$ cat config.mk
export PLATFORM = sky130hd
export DESIGN_NAME = ex_oitf
export DESIGN_NICKNAME = d
export VERILOG_FILES = /design/src/rtl/ex_oitf.sv
export SDC_FILE = /design/constraint.sdc
export NUM_CORES = 1
export LEC_CHECK = 0
export CAP_MARGIN = 0
export CORE_MARGIN = 3
export CORE_UTILIZATION = 50
export CTS_BUF_LIST = sky130_fd_sc_hd__clkbuf_4
export DETAILED_ROUTE_END_ITERATION = 10
export PLACE_DENSITY = 0.82
export SETUP_SLACK_MARGIN = 0.3
export SYNTH_ARGS = -nofsm -noshare
export SYNTH_HDL_FRONTEND = slang
export SYNTH_SLANG_ARGS = --single-unit
$ cat constraint.sdc
create_clock -name clk -period 3 [get_ports clk]
set_input_delay 0.6 -clock clk [delete_from_list [all_inputs] [get_ports clk]]
set_output_delay 0.6 -clock clk [all_outputs]
set_load 0.05 [all_outputs]
$ cat src/rtl/ex_oitf.sv
// Outstanding Instruction Track FIFO for the long-pipe (LSU) path.
// Dispatch allocates entries in order and receives each entry's itag.
// The writeback arbiter retires entries in order from the head.
// Combinational match flags report RAW/WAW collisions with outstanding integer writes.
module ex_oitf #(
  parameter int DEPTH   = 2,
  parameter int ITAG_W  = 1,
  parameter int RFIDX_W = 5,
  parameter int PC_W    = 32
) (
  input  logic               clk,
  input  logic               rst,

  input  logic               dis_ena,
  output logic               dis_ready,
  output logic [ITAG_W-1:0]  dis_ptr,
  input  logic [RFIDX_W-1:0] dis_rdidx,
  input  logic               dis_rdwen,
  input  logic               dis_rdfpu,
  input  logic [PC_W-1:0]    dis_pc,

  input  logic               disp_rs1en,
  input  logic               disp_rs2en,
  input  logic               disp_rdwen,
  input  logic [RFIDX_W-1:0] disp_rs1idx,
  input  logic [RFIDX_W-1:0] disp_rs2idx,
  input  logic [RFIDX_W-1:0] disp_rdidx,
  output logic               oitfrd_match_disprs1,
  output logic               oitfrd_match_disprs2,
  output logic               oitfrd_match_disprd,

  input  logic               ret_ena,
  output logic [ITAG_W-1:0]  oitf_ret_ptr,
  output logic [RFIDX_W-1:0] oitf_ret_rdidx,
  output logic               oitf_ret_rdwen,
  output logic               oitf_ret_rdfpu,
  output logic [PC_W-1:0]    oitf_ret_pc,

  output logic               oitf_empty,
  output logic               oitf_full
);

  localparam logic [ITAG_W-1:0] LAST_IDX = ITAG_W'(DEPTH - 1);

  logic [ITAG_W-1:0]  r_alc_ptr;
  logic [ITAG_W-1:0]  r_ret_ptr;
  logic               r_alc_flg;
  logic               r_ret_flg;

  logic [DEPTH-1:0]   r_vld;
  logic [RFIDX_W-1:0] r_rdidx [DEPTH];
  logic               r_rdwen [DEPTH];
  logic               r_rdfpu [DEPTH];
  logic [PC_W-1:0]    r_pc    [DEPTH];

  logic w_ptr_eq;
  logic w_empty;
  logic w_full;
  logic w_alc_vld;
  logic w_ret_vld;
  logic w_hit_rs1;
  logic w_hit_rs2;
  logic w_hit_rd;

  // The wrap flags tell full from empty when both pointers coincide.
  assign w_ptr_eq  = (r_alc_ptr == r_ret_ptr);
  assign w_empty   = w_ptr_eq & (r_alc_flg == r_ret_flg);
  assign w_full    = w_ptr_eq & (r_alc_flg != r_ret_flg);
  // Neither side bypasses the other: a full FIFO refuses allocation even while retiring.
  assign w_alc_vld = dis_ena & ~w_full;
  assign w_ret_vld = ret_ena & ~w_empty;

  assign oitf_empty = w_empty;
  assign oitf_full  = w_full;
  assign dis_ready  = ~w_full;
  assign dis_ptr    = r_alc_ptr;

  assign oitf_ret_ptr   = r_ret_ptr;
  assign oitf_ret_rdidx = r_rdidx[r_ret_ptr];
  assign oitf_ret_rdwen = r_rdwen[r_ret_ptr];
  assign oitf_ret_rdfpu = r_rdfpu[r_ret_ptr];
  assign oitf_ret_pc    = r_pc[r_ret_ptr];

  // Advance the allocate and retire pointers, toggling the wrap flag on each wrap.
  always_ff @(posedge clk) begin
    if (rst) begin
      r_alc_ptr <= '0;
      r_ret_ptr <= '0;
      r_alc_flg <= 1'b0;
      r_ret_flg <= 1'b0;
    end else begin
      if (w_alc_vld) begin
        if (r_alc_ptr == LAST_IDX) begin
          r_alc_ptr <= '0;
          r_alc_flg <= ~r_alc_flg;
        end else begin
          r_alc_ptr <= r_alc_ptr + 1'b1;
        end
      end
      if (w_ret_vld) begin
        if (r_ret_ptr == LAST_IDX) begin
          r_ret_ptr <= '0;
          r_ret_flg <= ~r_ret_flg;
        end else begin
          r_ret_ptr <= r_ret_ptr + 1'b1;
        end
      end
    end
  end

  // Record the payload on allocate; a retire only clears the valid bit.
  always_ff @(posedge clk) begin
    if (rst) begin
      r_vld <= '0;
      for (int unsigned i = 0; i < DEPTH; i++) begin
        r_rdidx[i] <= '0;
        r_rdwen[i] <= 1'b0;
        r_rdfpu[i] <= 1'b0;
        r_pc[i]    <= '0;
      end
    end else begin
      if (w_ret_vld) begin
        r_vld[r_ret_ptr] <= 1'b0;
      end
      if (w_alc_vld) begin
        r_vld[r_alc_ptr]   <= 1'b1;
        r_rdidx[r_alc_ptr] <= dis_rdidx;
        r_rdwen[r_alc_ptr] <= dis_rdwen;
        r_rdfpu[r_alc_ptr] <= dis_rdfpu;
        r_pc[r_alc_ptr]    <= dis_pc;
      end
    end
  end

  // Compare dispatch register indices against every outstanding integer-rd write.
  always_comb begin
    w_hit_rs1 = 1'b0;
    w_hit_rs2 = 1'b0;
    w_hit_rd  = 1'b0;
    for (int unsigned i = 0; i < DEPTH; i++) begin
      if (r_vld[i] && r_rdwen[i] && !r_rdfpu[i]) begin
        if (r_rdidx[i] == disp_rs1idx) w_hit_rs1 = 1'b1;
        if (r_rdidx[i] == disp_rs2idx) w_hit_rs2 = 1'b1;
        if (r_rdidx[i] == disp_rdidx)  w_hit_rd  = 1'b1;
      end
    end
  end

  assign oitfrd_match_disprs1 = disp_rs1en & w_hit_rs1;
  assign oitfrd_match_disprs2 = disp_rs2en & w_hit_rs2;
  assign oitfrd_match_disprd  = disp_rdwen & w_hit_rd;

endmodule

## Word level (Yosys, flattened, before mapping)

Memories as Yosys holds them, arrays and structs flattened. A register that Yosys moved wholly into a read port is not among the register bits.
Index checks and enable logic that the tools add are counted.

| operators by class | value |
|---|---|
| $add $sub $neg | 2 |
| order comparisons | 4 |
| equality and inequality tests | 9 |
| multiplexer cells | 46 |
| bitwise operators | 14 |
| reductions and logical operators | 14 |

Operator list:

| cell | count |
|---|---|
| $mux 1 | 39 |
| $mux 32 | 1 |
| $reduce_or 32->1 | 1 |
| $eq 5x5->1 | 6 |
| $and 1x1->1 | 7 |
| $logic_and 1x1->1 | 6 |
| $mux 2 | 3 |
| $mux 5 | 1 |
| $reduce_or 5->1 | 1 |
| $lt 1x2->1 const B | 2 |
| $not 1->1 | 4 |
| $reduce_and 2->1 | 2 |
| $add 1x1->1 const B | 2 |
| $and 2x2->2 | 1 |
| $demux 1 s1 | 2 |
| $eq 1x1->1 | 2 |
| $ge 1x1->1 const B | 2 |
| $logic_not 1->1 | 2 |
| $not 2->2 | 1 |
| $or 2x2->2 | 1 |
| $reduce_or 1->1 | 2 |
| $ne 1x1->1 | 1 |

| storage, ports and cells | value |
|---|---|
| bits in registers | 6 |
| bits in writable memories | 78 |
| input port bits | 61 |
| output and inout port bits | 47 |
| logic and storage cells | 98 |
| memories kept | 4 |

Memories:

| memory | depth | width | read ports | clocked after Yosys merged registers in | wr ports | line | RTL |
|---|---|---|---|---|---|---|---|
| r_pc | 2 | 32 | 1 | 1 | 2 | 54 | `logic [PC_W-1:0] r_pc [DEPTH];` |
| r_rdidx | 2 | 5 | 3 | 1 | 2 | 51 | `logic [RFIDX_W-1:0] r_rdidx [DEPTH];` |
| r_rdfpu | 2 | 1 | 3 | 1 | 2 | 53 | `logic r_rdfpu [DEPTH];` |
| r_rdwen | 2 | 1 | 3 | 1 | 2 | 52 | `logic r_rdwen [DEPTH];` |

## Longest topological paths before layout

Gate-level depths: netlist of run 1.

| depth | value |
|---|---|
| depth after elaboration | 10 |
| gate-level depth with buffers | 7 |
| depth with buffers taken out | 6 |

## Worst setup path after synthesis of run 1

Ideal clock, no wire load.

| path | value |
|---|---|
| path type | input -> output |
| from | input disp_rs1idx[0] |
| to | output oitfrd_match_disprs1 |
| data arrival time | 2.433 ns |
| data required time | 2.400 ns |
| setup slack | -0.033 ns |
| cell stages on the path | 3 |
| path buffers | 0 |
| cell sequence | xnor2_1 nand4_1 o41ai_1 |

| on the way | value |
|---|---|
| longest elaborated chain between the ends | 6 |
| elaborated cells on any way between the ends | 7 |
| classes of those cells | 2 x eq/ne; 4 x mux; 1 x bitwise |

Ends and longest elaborated chain:

| item | line | RTL |
|---|---|---|
| start, declared | 25 | `input logic [RFIDX_W-1:0] disp_rs1idx,` |
| $eq 5x5->1 | 142 | `if (r_rdidx[i] == disp_rs1idx) w_hit_rs1 = 1'b1;` |
| $mux 1 | 142 |  |
| $mux 1 | 141 | `if (r_vld[i] && r_rdwen[i] && !r_rdfpu[i]) begin` |
| $mux 1 | 142 |  |
| $mux 1 (*) | 141 |  |
| $and 1x1->1 (*) | 149 | `assign oitfrd_match_disprs1 = disp_rs1en & w_hit_rs1;` |
| end, declared | 28 | `output logic oitfrd_match_disprs1,` |

Mark *: on every way between the ends. The rest lies on a longest branch, timed or not.

==> flow_summary.toml, run 1 <==
[final_layout]
layout.nets = 474
area_delta_synth_final_pct = 33.06
utilization_pct = 69.69
fill_cells = 608
num_antenna_cells = 0
fin_area_um2 = 5469
final_cells = 519
drive_above_1_share_pct = 19.18

[die]
core.rowCount = 32
initial_core_util_pct = 52.38
die_w_um = 96.67
ioPinCount = 108
fp.dieH_um = 96.67
coreArea_um2 = 7848
dieArea_um2 = 9344

[yosys]
synth_area_um2 = 4110
syn_area_per_cell_um2 = 13.66
synth-seq-cells = 85
yosysUniqueCellTypes = 33
netlist_instances = 301
ys_warn_count = 0
syn_nets = 363
ys_seq_area_share_pct = 60.40

[worst_setup_path]
cp.required_ns = 2.40
cp_cell_sequence = "xor2_1 -> or4_4 -> o41ai_2 -> bufbuf_16"
path_class = "reg -> out"
r2r_start = "oitf_ret_ptr"
start_kind = "flop"
r2r-end = "r_pc[0][10]"
cp_slowest_cell = "or4_4"
reg2reg_setup_slack_ns = 1.10
critPathBufInv = 1
cp_top_family = "simple AND/OR/NAND/NOR gates"
rr_worst_depth = 4
endpoint_kind = "output port"
crit_arrival_ns = 2.04
path_max_fanout = 4
critPathMaxStageDelay_ns = 0.52

[power]
power.internal_mw = 2.379
switching_power_mw = 1.714
ir_drop_uv = 387.4
swShare_pct = 41.87
p_leak_nw = 2.367
p_seq_share_pct = 38.8
pwr-share-clk_pct = 16.0
power_mw = 4.093
powerDensity_nw_per_um2 = 748.4
pwr-share-comb_pct = 45.2

[place]
gp_congestion = 0.8416
dp_slack_ns = 0.2949
dp_cells = 499
placed_cell_area_um2 = 5336
dp_hpwl_mm = 6.297
io_buffers = 107

[timing]
finalCritPeriodShare_pct = 87.89
fin_skew_ns = 0.01727
timing.fmax_mhz = 379.3
final_max_slew_viol_count = 0
finalCriticalPeriod_ns = 2.637
hold_viol_final = 0
worst_slack_ns = 0.3632
maxSlewHeadroom_pct = 64.22
tightest_slew_ns = 0.5388
rsz0062_at_grt = "yes"
fin_setup_tns_ns = 0
hold_slack_ns = 0.5119
setup-violations-final = 0

[worst_hold_path]
hold_class = "reg -> reg"
hp-start = "r_vld[0]"
hold_path_end = "r_vld[0]"
hold_depth = 2

[clock_tree]
cts_buffers = 9
hold_buffers = 0
clk_pin_slew_ns = 0.14
insertion_delay_ns = 0.43
clock_sinks = 85
cts_tree = "built"
max-clock-path-buffers = 2
cts-root-buf = "clkbuf_4"
h-tree-depth = 3

[route]
firstDrtPassIters = 4
drc = 0
wl_per_cell_um = 17.80
ant_nets = 0
drt_wl_total_mm = 9.238
drtIter0Drc = 119
avgViaCountPerCell = 5.347
vias = 2775

[global_routing]
grt_pass1_vias = 2927
grt.overflow.total = 0
grt_max_degree = 42
grt_pass1_wl_mm = 14.30
antenna_found_initial = 0
grt.total_usage_pct = 19.32

[outcome]
status = "finished clean"

[run]
cap_viol_max_count = 0
==> cell usage in the layout (no fill, tap or decap), types with 2 or more instances in the layout <==
master | synthesis | routed
and2_1 | 39 | 39
and3_1 | 39 | 39
buf_12 | 0 | 4
buf_4 | 0 | 9
clkbuf_4 | 0 | 9
clkdlybuf4s50_1 | 0 | 56
clkinv_2 | 0 | 2
clkinv_4 | 0 | 2
dfxtp_1 | 7 | 6
dlygate4sd2_1 | 0 | 46
edfxtp_1 | 78 | 78
inv_1 | 5 | 5
mux2_2 | 39 | 39
nand2_1 | 7 | 6
nand3b_1 | 2 | 2
nand4_1 | 6 | 6
nor2_1 | 6 | 6
nor4_1 | 3 | 3
o41ai_2 | 0 | 2
xnor2_1 | 17 | 17
xor2_1 | 16 | 16
==> power by group through the flow <==
stage | Sequential (mW) | Clock (mW) | Combinational, mW
2_1_floorplan | 1.61 | 0 | 1.36
3_3_place_gp | 1.61 | 0 | 1.98
3_5_place_dp | 1.62 | 0 | 2.00
4_1_cts | 1.59 | 0.667 | 1.87
5_1_grt | 1.61 | 0.707 | 1.94
6_report | 1.59 | 0.654 | 1.85
==> cells in the mapped netlist (all sizes together) <==
cell | n | share of area (%)
edfxtp | 78 | 57
and2 | 39 | 5.9
and3 | 39 | 5.9
mux2 | 39 | 11
xnor2 | 17 | 3.6
xor2 | 17 | 3.8
clkbuf | 10 | 0.91
buf | 8 | 1.6
dfxtp | 7 | 3.4
nand2 | 7 | 0.64
nor2 | 7 | 1.0
nand4 | 6 | 0.91
inv | 5 | 0.46
nor4 | 3 | 0.46
a21oi | 2 | 0.24
nand3b | 2 | 0.37
o41ai | 2 | 0.43
a211o | 1 | 0.43
a22oi | 1 | 0.18
a31o | 1 | 0.21
ha | 1 | 0.30
mux2i | 1 | 0.24
nor2b | 1 | 0.15
nor3 | 1 | 0.12
o21ai | 1 | 0.12
o22ai | 1 | 0.15
or2 | 1 | 0.15
or2b | 1 | 0.18
or3 | 1 | 0.15
or4 | 1 | 0.18
==> cells by family after synthesis <==
logic type | count (synthesis) | synth area share [%]
compound gates | 9 | 1.766
fa+ha+maj | 1 | 0.3044
flops | 85 | 60.40
buf+inv | 23 | 2.953
mux | 40 | 10.93
xor+xnor | 34 | 7.428
simple gates | 109 | 16.23
==> worst register-to-register path, cell delays in order, from the launching register on <==
cell     delay [ns]
dfxtp_1        0.54
inv_1          0.14
a211o_4        0.38
nand2_2        0.28
buf_12         0.26
==> registers in the layout (all words and copies together) (netlist names), named ones only <==
name / flops
r_rdwen: 2
r_rdfpu: 2
dis_ptr: 1
r_vld: 2
r_pc: 64
r_rdidx: 10
r_ret_flg: 1
oitf_ret_ptr: 1
r_alc_flg: 1
==> metal layers <==
metal / track usage [%] / part of all wire (%) / vias up
met5: 0 / 0 / -
met4: 6.479 / 1.4 / 0
met3: 5.984 / 5.9 / 10
li1: - / - / 1313
met2: 32.75 / 50 / 86
met1: 23.41 / 42 / 1366
==> worst max-delay path by stage <==
stage | startpoint | endpoint | slack, ns | depth (start not counted)
detailed placement | disp_rdidx[0] | oitfrd_match_disprd | 0.29 | 6
global placement | disp_rdidx[0] | oitfrd_match_disprd | 0.35 | 6
global route | r_rdfpu[1] | oitfrd_match_disprd | 0.28 | 4
floorplan | oitf_ret_ptr | r_pc[0][0] | 0.42 | 4
CTS | r_rdidx[1][2] | oitfrd_match_disprd | 0.30 | 5
finish | r_rdidx[1][4] | oitfrd_match_disprd | 0.36 | 4
==> timing repair <==
| action | 4_1_cts | 5_1_grt |
|---|---|---|
| hold endpoints to repair | 0 | 0 |
| pin swaps | 4 | 3 |
| cloned | 0 | 0 |
| endpoints found under the setup margin | 43 | 2 |
| resized for setup | 49 | 2 |
| setup buffers | 3 | 1 |
==> layout make-up <==
| class | count | area (um^2) | share of cell area [%] |
|---|---|---|---|
| well taps | 102 | 127.6 | 2.334 |
| multi-input cells | 193 | 1531 | 28.00 |
| clock buffers | 9 | 67.56 | 1.235 |
| clock inverters | 7 | 73.82 | 1.350 |
| inverters | 5 | 18.77 | 0.3432 |
| flip-flops and latches | 85 | 2484 | 45.41 |
| repair buffers | 118 | 1166 | 21.32 |
(Power assumes the default switching activity.)
==> inputs of run 2 (changes only) <==
- CAP_MARGIN: 0 -> 20
- CELL_PAD_IN_SITES_DETAIL_PLACEMENT: default -> 0
- CELL_PAD_IN_SITES_GLOBAL_PLACEMENT: default -> 2
- CORE_MARGIN: 3 -> 8
- CORE_UTILIZATION: 50 -> 34
- PLACE_DENSITY: 0.82 -> default
- PLACE_DENSITY_LB_ADDON: default -> 0.1
==> run 2 against run 1 <==
  * Register-to-register slack got worse by 0.15 ns
  * Worst setup slack got worse by 0.044 ns
  * Highest routed layer unchanged
  * Sequential power about the same
  * Total power up 1.2%
  * Wire length grew 7.0%
  * Utilization down 23 points
  * Maximum frequency decreased by 1.6%
  * Largest power group unchanged
  * Count of clock-buffer cells in the layout unchanged
==> flow_summary.toml, run 2 (same netlist as run 1, synthesis figures left out) <==
[outcome]
status = "finished clean"

[route]
firstDrtPassIters = 4
vias = 2707
drtIter0Drc = 139
wl_per_cell_um = 17.50
ant_nets = 0
avgViaCountPerCell = 4.791
drt_wl_total_mm = 9.887
drc = 0

[worst_setup_path]
cp_slowest_cell = "or4_4"
critPathBufInv = 2
path_class = "in -> out"
cp_top_family = "buffers and inverters"
crit_arrival_ns = 2.08
endpoint_kind = "output port"
cp.required_ns = 2.40
start_kind = "input pin"
critPathMaxStageDelay_ns = 0.49
path_max_fanout = 2
cp_cell_sequence = "clkdlybuf4s50_1 -> xor2_1 -> or4_4 -> o41ai_2 -> bufbuf_16"

[clock_tree]
cts_buffers = 9
max-clock-path-buffers = 2
h-tree-depth = 3
cts_tree = "built"
insertion_delay_ns = 0.41
clk_pin_slew_ns = 0.14
cts-root-buf = "clkbuf_4"
clock_sinks = 85

[timing]
rsz0062_at_grt = "yes"
fin_skew_ns = 0.01094
finalCriticalPeriod_ns = 2.680
maxSlewHeadroom_pct = 30.13
final_max_slew_viol_count = 0
timing.fmax_mhz = 373.1
fin_setup_tns_ns = 0
setup-violations-final = 0
tightest_slew_ns = 1.048
finalCritPeriodShare_pct = 89.34
hold_viol_final = 0

[global_routing]
antenna_found_initial = 0
grt_pass1_wl_mm = 15.62
grt_pass1_vias = 2926
grt_max_degree = 42
grt.overflow.total = 0
grt.total_usage_pct = 12.62

[final_layout]
largest_reg_flops = 64
drive_above_1_share_pct = 19.62
area_delta_synth_final_pct = 36.10
final_common_cell = "edfxtp_1"
layout.nets = 475
final_cells = 565
reg_top3 = "r_pc x64, r_rdidx x10"
layout_common_cells = "78 x edfxtp_1, 58 x clkdlybuf4s50_1, 39 x mux2_2, 39 x and3_1, 39 x and2_1"
num_antenna_cells = 0
fill_cells = 1135
top_register = "r_pc"

[place]
gp_congestion = 0.7395
dp_cells = 544
io_buffers = 107

[die]
initial_core_util_pct = 34.51
coreArea_um2 = 11910
ioPinCount = 108
dieArea_um2 = 15860
fp.dieH_um = 126.0
die_w_um = 126.0
core.rowCount = 40

[power]
p_leak_nw = 2.520
ir_drop_uv = 298.1
powerDensity_nw_per_um2 = 740.3

[worst_hold_path]
hold_class = "reg -> reg"

[run]
cap_viol_max_count = 0
==> run 2: worst min-delay path, stage by stage (launching register included) <==
cell and delay (ns):
dfxtp_1 0.34, nand2_1 0.06, o22ai_1 0.06
==> run 2: report_power, final <==
group          switching [mW]  internal (mW)  leakage, nW
clock                   0.399          0.259       0.0767
combinational            1.23          0.665         1.56
sequential             0.0924           1.49        0.888
==> run 2: repair_timing <==
item	in CTS	in global routing
resized for setup	30	20
pin swaps	0	1
endpoints found under the setup margin	30	15
buffers inserted	0	5
hold buffers	0	0
==> run 2: metal layers <==
metal / vias to the layer above / global-route usage [%] / part of all wire (%)
met5: - / 0 / 0
met4: 0 / 4.246 / 1.3
met3: 11 / 4.473 / 6.9
met2: 73 / 21.88 / 50
met1: 1304 / 14.12 / 42
li1: 1319 / - / -
==> run 2: cell type report <==
type / count / area, um^2 / area share [%]
Multi-Input combinational cell: 193 / 1539 / 27.51
Timing Repair Buffer: 119 / 1227 / 21.94
Tap cell: 147 / 183.9 / 3.288
Sequential cell: 85 / 2484 / 44.40
Clock inverter: 7 / 73.82 / 1.320
Inverter: 5 / 18.77 / 0.3355
Clock buffer: 9 / 67.56 / 1.208
==> run 2: path summary, 6_finish.rpt <==
kind | end | slack, ns | startpoint | depth (start not counted)
worst max-delay path | oitfrd_match_disprd | 0.32 | disp_rdidx[1] | 5
worst min-delay path | r_vld[0] | 0.50 | r_vld[0] | 2
worst max register to register | r_pc[0][16] | 0.95 | oitf_ret_ptr | 4
worst min register to register | r_vld[0] | 0.50 | r_vld[0] | 2
==> run 2: stage by stage <==
| stage | cell area (um^2) | utilization [%] | hold WS, ns | total power, mW | setup WS, ns |
|---|---|---|---|---|---|
| 2_1_floorplan | 4125 | - | 0.4471 | 2.977 | 0.4175 |
| 3_3_place_gp | 5400 | 45.34 | 0.4776 | 3.653 | 0.3263 |
| 3_5_place_dp | 5400 | 45.34 | 0.4791 | 3.658 | 0.3020 |
| 4_1_cts | 5504 | 46.21 | 0.5015 | 4.218 | 0.2869 |
| 5_1_grt | 5594 | 46.96 | 0.5335 | 4.345 | 0.2620 |
| 6_report | 5594 | 46.96 | 0.4992 | 4.142 | 0.3197 |
